$ cat src/rtl/ts_sync_receiver.sv
// MPEG2-TS receive framer: hunts for the sync byte, verifies alignment over
// several packets, then forwards framed packets with a flywheel on sync errors.
module ts_sync_receiver #(
    parameter int                    DATA_WIDTH   = 8,
    parameter int                    PKT_LEN      = 188,
    parameter logic [DATA_WIDTH-1:0] SYNC_BYTE    = 8'h47,
    parameter int                    LOCK_COUNT   = 3,
    parameter int                    UNLOCK_COUNT = 3
) (
    input  logic                  clk,
    input  logic                  reset,
    input  logic [DATA_WIDTH-1:0] byte_data,
    input  logic                  byte_valid,
    output logic [DATA_WIDTH-1:0] ts_data,
    output logic                  ts_valid,
    output logic                  ts_sop,
    output logic                  ts_eop,
    output logic                  ts_sync_err,
    output logic                  locked,
    output logic [15:0]           sync_loss_cnt,
    output logic [31:0]           pkt_cnt
);

    localparam int POS_W  = $clog2(PKT_LEN);
    localparam int GOOD_W = $clog2(LOCK_COUNT);
    localparam int BAD_W  = (UNLOCK_COUNT > 1) ? $clog2(UNLOCK_COUNT) : 1;

    localparam logic [POS_W-1:0]  POS_LAST  = POS_W'(PKT_LEN - 1);
    localparam logic [GOOD_W-1:0] GOOD_LAST = GOOD_W'(LOCK_COUNT - 1);
    localparam logic [BAD_W-1:0]  BAD_LAST  = BAD_W'(UNLOCK_COUNT - 1);

    typedef enum logic [1:0] {HUNT, VERIFY, LOCKED} state_t;

    state_t                  state_q, state_d;
    logic [POS_W-1:0]        pos_q, pos_d;
    logic [GOOD_W-1:0]       good_q, good_d;
    logic [BAD_W-1:0]        bad_q, bad_d;
    logic [DATA_WIDTH-1:0]   ts_data_q, ts_data_d;
    logic                    ts_valid_q, ts_valid_d;
    logic                    ts_sop_q, ts_sop_d;
    logic                    ts_eop_q, ts_eop_d;
    logic                    ts_sync_err_q, ts_sync_err_d;
    logic                    locked_q, locked_d;
    logic [15:0]             sync_loss_cnt_q, sync_loss_cnt_d;
    logic [31:0]             pkt_cnt_q, pkt_cnt_d;

    logic                    is_sync;
    logic                    at_start;
    logic [POS_W-1:0]        pos_inc;

    assign is_sync  = (byte_data == SYNC_BYTE);
    assign at_start = (pos_q == '0);
    assign pos_inc  = (pos_q == POS_LAST) ? '0 : pos_q + POS_W'(1);

    always_comb begin
        state_d         = state_q;
        pos_d           = pos_q;
        good_d          = good_q;
        bad_d           = bad_q;
        ts_data_d       = ts_data_q;
        ts_valid_d      = 1'b0;
        ts_sop_d        = 1'b0;
        ts_eop_d        = 1'b0;
        ts_sync_err_d   = 1'b0;
        sync_loss_cnt_d = sync_loss_cnt_q;
        pkt_cnt_d       = pkt_cnt_q;

        if (byte_valid) begin
            case (state_q)
                HUNT: begin
                    if (is_sync) begin
                        state_d = VERIFY;
                        pos_d   = POS_W'(1);
                        good_d  = GOOD_W'(1);
                    end
                end
                VERIFY: begin
                    pos_d = pos_inc;
                    if (at_start) begin
                        if (!is_sync) begin
                            state_d = HUNT;
                            good_d  = '0;
                        end else if (good_q == GOOD_LAST) begin
                            // The confirming sync byte opens the first forwarded packet.
                            state_d    = LOCKED;
                            bad_d      = '0;
                            ts_data_d  = byte_data;
                            ts_valid_d = 1'b1;
                            ts_sop_d   = 1'b1;
                        end else begin
                            good_d = good_q + GOOD_W'(1);
                        end
                    end
                end
                LOCKED: begin
                    pos_d = pos_inc;
                    if (at_start && !is_sync && bad_q == BAD_LAST) begin
                        state_d = HUNT;
                        pos_d   = '0;
                        bad_d   = '0;
                        good_d  = '0;
                        if (sync_loss_cnt_q != 16'hFFFF)
                            sync_loss_cnt_d = sync_loss_cnt_q + 16'd1;
                    end else begin
                        ts_data_d     = byte_data;
                        ts_valid_d    = 1'b1;
                        ts_sop_d      = at_start;
                        ts_eop_d      = (pos_q == POS_LAST);
                        ts_sync_err_d = at_start && !is_sync;
                        if (at_start)
                            bad_d = is_sync ? '0 : bad_q + BAD_W'(1);
                    end
                end
                default: state_d = HUNT;
            endcase
        end

        if (ts_sop_d)
            pkt_cnt_d = pkt_cnt_q + 32'd1;
        locked_d = (state_d == LOCKED);
    end

    always_ff @(posedge clk) begin
        if (reset) begin
            state_q         <= HUNT;
            pos_q           <= '0;
            good_q          <= '0;
            bad_q           <= '0;
            ts_data_q       <= '0;
            ts_valid_q      <= 1'b0;
            ts_sop_q        <= 1'b0;
            ts_eop_q        <= 1'b0;
            ts_sync_err_q   <= 1'b0;
            locked_q        <= 1'b0;
            sync_loss_cnt_q <= '0;
            pkt_cnt_q       <= '0;
        end else begin
            state_q         <= state_d;
            pos_q           <= pos_d;
            good_q          <= good_d;
            bad_q           <= bad_d;
            ts_data_q       <= ts_data_d;
            ts_valid_q      <= ts_valid_d;
            ts_sop_q        <= ts_sop_d;
            ts_eop_q        <= ts_eop_d;
            ts_sync_err_q   <= ts_sync_err_d;
            locked_q        <= locked_d;
            sync_loss_cnt_q <= sync_loss_cnt_d;
            pkt_cnt_q       <= pkt_cnt_d;
        end
    end

    assign ts_data       = ts_data_q;
    assign ts_valid      = ts_valid_q;
    assign ts_sop        = ts_sop_q;
    assign ts_eop        = ts_eop_q;
    assign ts_sync_err   = ts_sync_err_q;
    assign locked        = locked_q;
    assign sync_loss_cnt = sync_loss_cnt_q;
    assign pkt_cnt       = pkt_cnt_q;

endmodule

$ cat config.mk
export PLATFORM = sky130hd
export DESIGN_NAME = ts_sync_receiver
export DESIGN_NICKNAME = d
export VERILOG_FILES = /design/src/rtl/ts_sync_receiver.sv
export SDC_FILE = /design/constraint.sdc
export NUM_CORES = 1
export LEC_CHECK = 0
export ABC_AREA = 1
export ABC_CLOCK_PERIOD_IN_PS = 1830
export BUFFER_PORTS_ARGS = -buffer_cell sky130_fd_sc_hd__buf_2
export CAP_MARGIN = 40
export CORE_ASPECT_RATIO = 1.5
export CORE_MARGIN = 3
export CORE_UTILIZATION = 52
export DETAILED_ROUTE_END_ITERATION = 10
export PLACE_DENSITY = 0.84
export REMOVE_ABC_BUFFERS = 1
export SLEW_MARGIN = 10
export SYNTH_ARGS = -nofsm -noshare
export SYNTH_HDL_FRONTEND = slang
export SYNTH_SLANG_ARGS = --single-unit
$ cat constraint.sdc
create_clock -name clk -period 1.83 [get_ports clk]
set_input_delay 0.2745 -clock clk [delete_from_list [all_inputs] [get_ports clk]]
set_output_delay 0.2745 -clock clk [all_outputs]
set_load 0.1 [all_outputs]
==> run_summary.xml <==
<?xml version="1.0" encoding="UTF-8"?>
<metrics>
  <group name="die">
    <metric name="dieHeight" unit="um">122</metric>
    <metric name="core_area" unit="um^2">8570</metric>
    <metric name="dieArea" unit="um^2">10100</metric>
    <metric name="io_pins" unit="">72</metric>
    <metric name="starting_density_of_the_core" unit="%">54.1</metric>
    <metric name="placement_rows" unit="">41</metric>
    <metric name="die_width" unit="um">83.1</metric>
  </group>
  <group name="power">
    <metric name="proportion_of_power_drawn_by_combinational_gates" unit="%">2.4</metric>
    <metric name="seqPwrFrac" unit="%">42.5</metric>
    <metric name="power.density" unit="nW/um^2">673</metric>
    <metric name="internal_power" unit="uW">3100</metric>
    <metric name="worst_vdd_drop" unit="uV">511</metric>
    <metric name="power.leakage" unit="uW">0.00236</metric>
    <metric name="total_switching_power" unit="uW">742</metric>
    <metric name="power.clock.fraction" unit="%">55.1</metric>
    <metric name="p_total" unit="uW">3840</metric>
    <metric name="sw_frac_of_total" unit="%">19.3</metric>
  </group>
  <group name="cts">
    <metric name="insertion_delay" unit="ps">340</metric>
    <metric name="clkSinkCount" unit="">75</metric>
    <metric name="tritoncts" unit="">done</metric>
    <metric name="clock_tree.root_cell" unit="">sky130_fd_sc_hd__clkbuf_16</metric>
    <metric name="path_clk_slew" unit="ps">60</metric>
    <metric name="tritoncts.num_buffers" unit="">9</metric>
    <metric name="deepest_clock_path_buffer_count" unit="">2</metric>
    <metric name="cts_hold_buffers" unit="">0</metric>
    <metric name="ctsHtreeMaxLevel" unit="">3</metric>
  </group>
  <group name="placement">
    <metric name="dp_hpwl" unit="mm">8.97</metric>
    <metric name="portBuffers" unit="">71</metric>
    <metric name="dpl_worst_slack" unit="ps">-44.8</metric>
    <metric name="gp_congestion" unit="">0.938</metric>
    <metric name="placed_area" unit="um^2">5200</metric>
  </group>
  <group name="drt">
    <metric name="drt_pre_antenna_iters" unit="">5</metric>
    <metric name="final_antenna_net_count" unit="">0</metric>
    <metric name="wirelength" unit="mm">12.9</metric>
    <metric name="drt_first_iter_violations" unit="">295</metric>
    <metric name="detail_route.drc_violations" unit="">0</metric>
    <metric name="routed-via-count" unit="">4920</metric>
    <metric name="wl_per_cell" unit="um">14.5</metric>
    <metric name="route.detailed.vias_per_inst" unit="">5.52</metric>
  </group>
  <group name="cells_and_area">
    <metric name="nets" unit="">800</metric>
    <metric name="n_antenna_cell" unit="">0</metric>
    <metric name="final_cell_mix" unit="">153 x sky130_fd_sc_hd__nand2_1, 99 x sky130_fd_sc_hd__nor2_1, 75 x sky130_fd_sc_hd__inv_1</metric>
    <metric name="post_route_cell_area" unit="um^2">5710</metric>
    <metric name="postLayoutCoreUtil" unit="%">66.7</metric>
    <metric name="post_route_cells_drive_above_1_share" unit="%">25.6</metric>
    <metric name="area_growth" unit="%">23.2</metric>
    <metric name="most_common_library_cell_in_the_layout_ignoring_fill_and_taps" unit="">sky130_fd_sc_hd__nand2_1</metric>
    <metric name="final.fill_count" unit="">685</metric>
  </group>
  <group name="synthesis">
    <metric name="synthCells" unit="">690</metric>
    <metric name="seq_area_frac_synth" unit="%">32.4</metric>
    <metric name="postSynthRegisterBits" unit="">75</metric>
    <metric name="netlist_area" unit="um^2">4630</metric>
    <metric name="post_synth_num_cell_types" unit="">40</metric>
    <metric name="synthesis.area_per_instance" unit="um^2">6.72</metric>
    <metric name="synth.yosys.warnings" unit="">0</metric>
  </group>
  <group name="setup_path">
    <metric name="worst_setup_path_end_kind" unit="">register</metric>
    <metric name="critical_path.cell_chain" unit="">inv_2 -&gt; ha_1 -&gt; nand2_1 -&gt; nor2_4 -&gt; nand2_2 -&gt; a21oi_1 -&gt; nand2_1 -&gt; o21ai_1 -&gt; nand2_1 -&gt; nor2_1</metric>
    <metric name="cell_type_with_the_highest_occurrence_count_on_the_critical_path" unit="">sky130_fd_sc_hd__nand2_1</metric>
    <metric name="cpPeakStageDelay" unit="ps">350</metric>
    <metric name="cp_data_required_time" unit="ps">2110</metric>
    <metric name="worst-endpoint-arrival" unit="ps">2140</metric>
    <metric name="worst-setup-path-type" unit="">reg -&gt; reg</metric>
    <metric name="cp-start-kind" unit="">register</metric>
    <metric name="cp_max_fo" unit="">4</metric>
    <metric name="critPathSlowestCell" unit="">sky130_fd_sc_hd__dfxtp_2</metric>
  </group>
  <group name="timing">
    <metric name="max-slew-margin-rel" unit="%">65.6</metric>
    <metric name="setup_slack" unit="ps">-33.2</metric>
    <metric name="clock_skew" unit="ps">5.80</metric>
    <metric name="totalNegativeSetupSlack" unit="ps">-46.0</metric>
    <metric name="clock.fmax" unit="MHz">537</metric>
    <metric name="final_hold_viol_count" unit="">0</metric>
    <metric name="min_period" unit="ps">1860</metric>
    <metric name="fin_crit_sh" unit="%">102</metric>
    <metric name="setup_viol" unit="">2</metric>
    <metric name="max_slew.worst_pin.slew" unit="ps">515</metric>
    <metric name="timing.final.max_slew_violations" unit="">0</metric>
    <metric name="grt_setup_unrepaired" unit="">true</metric>
  </group>
  <group name="run_status">
    <metric name="violated_checks" unit="">setup timing</metric>
    <metric name="outcome" unit="">complete, but fails checks</metric>
  </group>
  <group name="grt">
    <metric name="globalRouteTotalUtil" unit="%">24.3</metric>
    <metric name="grt_start_max_net_pins" unit="">34</metric>
    <metric name="first_global_vias" unit="">4730</metric>
    <metric name="first_pass_grt_wire_length" unit="mm">20.5</metric>
    <metric name="overflow" unit="">0</metric>
    <metric name="antenna_found_initial" unit="">0</metric>
  </group>
  <group name="hold_path">
    <metric name="min_path_type" unit="">in -&gt; reg</metric>
  </group>
  <group name="run">
    <metric name="timing.max_cap.violations" unit="">0</metric>
  </group>
</metrics>
==> cell usage after synthesis, drive strengths merged <==
master	instances	share of area, %
nand2	177	16
nor2	115	10
inv	84	6.8
dfxtp	75	32
nand3	64	7.9
a21oi	36	4.7
o21ai	26	2.9
nand4	24	3.8
nor3	21	2.6
xor2	15	2.8
buf	13	2.2
ha	10	2.7
clkbuf	8	0.65
xnor2	8	1.5
nor4	4	0.86
clkinv	2	0.19
nand3b	2	0.32
nor3b	2	0.54
o21bai	2	0.32
o211ai	1	0.16
o21a	1	0.19
==> cell type report <==
| class | count | area [um^2] | area share, % |
|---|---|---|---|
| inverters | 86 | 324 | 5.67 |
| clock buffers | 12 | 267 | 4.67 |
| multi-input cells | 509 | 2810 | 49.1 |
| well taps | 107 | 134 | 2.34 |
| flip-flops and latches | 75 | 1500 | 26.3 |
| clock inverters | 4 | 95.1 | 1.67 |
| repair buffers | 98 | 582 | 10.2 |
==> layer usage <==
layer	share of wire (%)	track usage [%]
met1	39	26.4
met2	51	44.5
met3	6.1	4.19
met4	4.7	13.5
met5	0	0
==> critical path: cells and delay by family, from the launching register on <==
kind                     cells  cell delay, ps
AND/OR/NAND/NOR              6             750
AO/OA/AOI/OAI                2             370
flip-flops                   1             350
adder cells (fa/ha/maj)      1             210
buffers and inverters        1             110
==> through the flow <==
stage	hold slack, ps	instances
floorplan	337	669
global placement	450	873
detailed placement	465	873
CTS	204	889
global route	227	891
finish	199	891
==> power groups by stage <==
stage / logic, uW / registers [uW] / clock network (uW)
after global placement: 87.6 / 1670 / 0
after detailed placement: 88.8 / 1670 / 0
after global routing: 102 / 1630 / 2210
after CTS: 90.0 / 1630 / 2140
final: 92.4 / 1630 / 2120
after floorplan: 35.4 / 1670 / 0
==> cell families after synthesis <==
logic type / after synthesis / synth area share, %
xor+xnor: 23 / 4.35
fa+ha+maj: 10 / 2.70
buf+inv: 107 / 9.85
flops: 75 / 32.4
simple gates: 409 / 42.4
compound gates: 66 / 8.26
==> final timing paths <==
kind                            slack, ps    endpoint    startpoint  cells after the start
worst min-delay path                  200  ts_data[4]  byte_data[4]                      3
worst max register to register        -30      locked    state_q[1]                     10
worst max-delay path                  -30      locked    state_q[1]                     10
worst min register to register        470   good_q[0]     good_q[0]                      2
==> what timing repair did <==
action                                  4_1_cts  5_1_grt
pin swaps                                     1        6
endpoints found under the setup margin       27       54
setup buffers                                 0        1
resized for setup                             3       29
gates cloned                                  0        1
endpoints found under the hold margin         0        0
==> flip-flops by register name, indices dropped and copies added (netlist names), 2 cells and up <==
| name | flops |
|---|---|
| pkt_cnt | 32 |
| sync_loss_cnt | 16 |
| pos_q | 8 |
| ts_data | 8 |
| bad_q | 2 |
| good_q | 2 |
| state_q | 2 |
(Power assumes the default switching activity.)
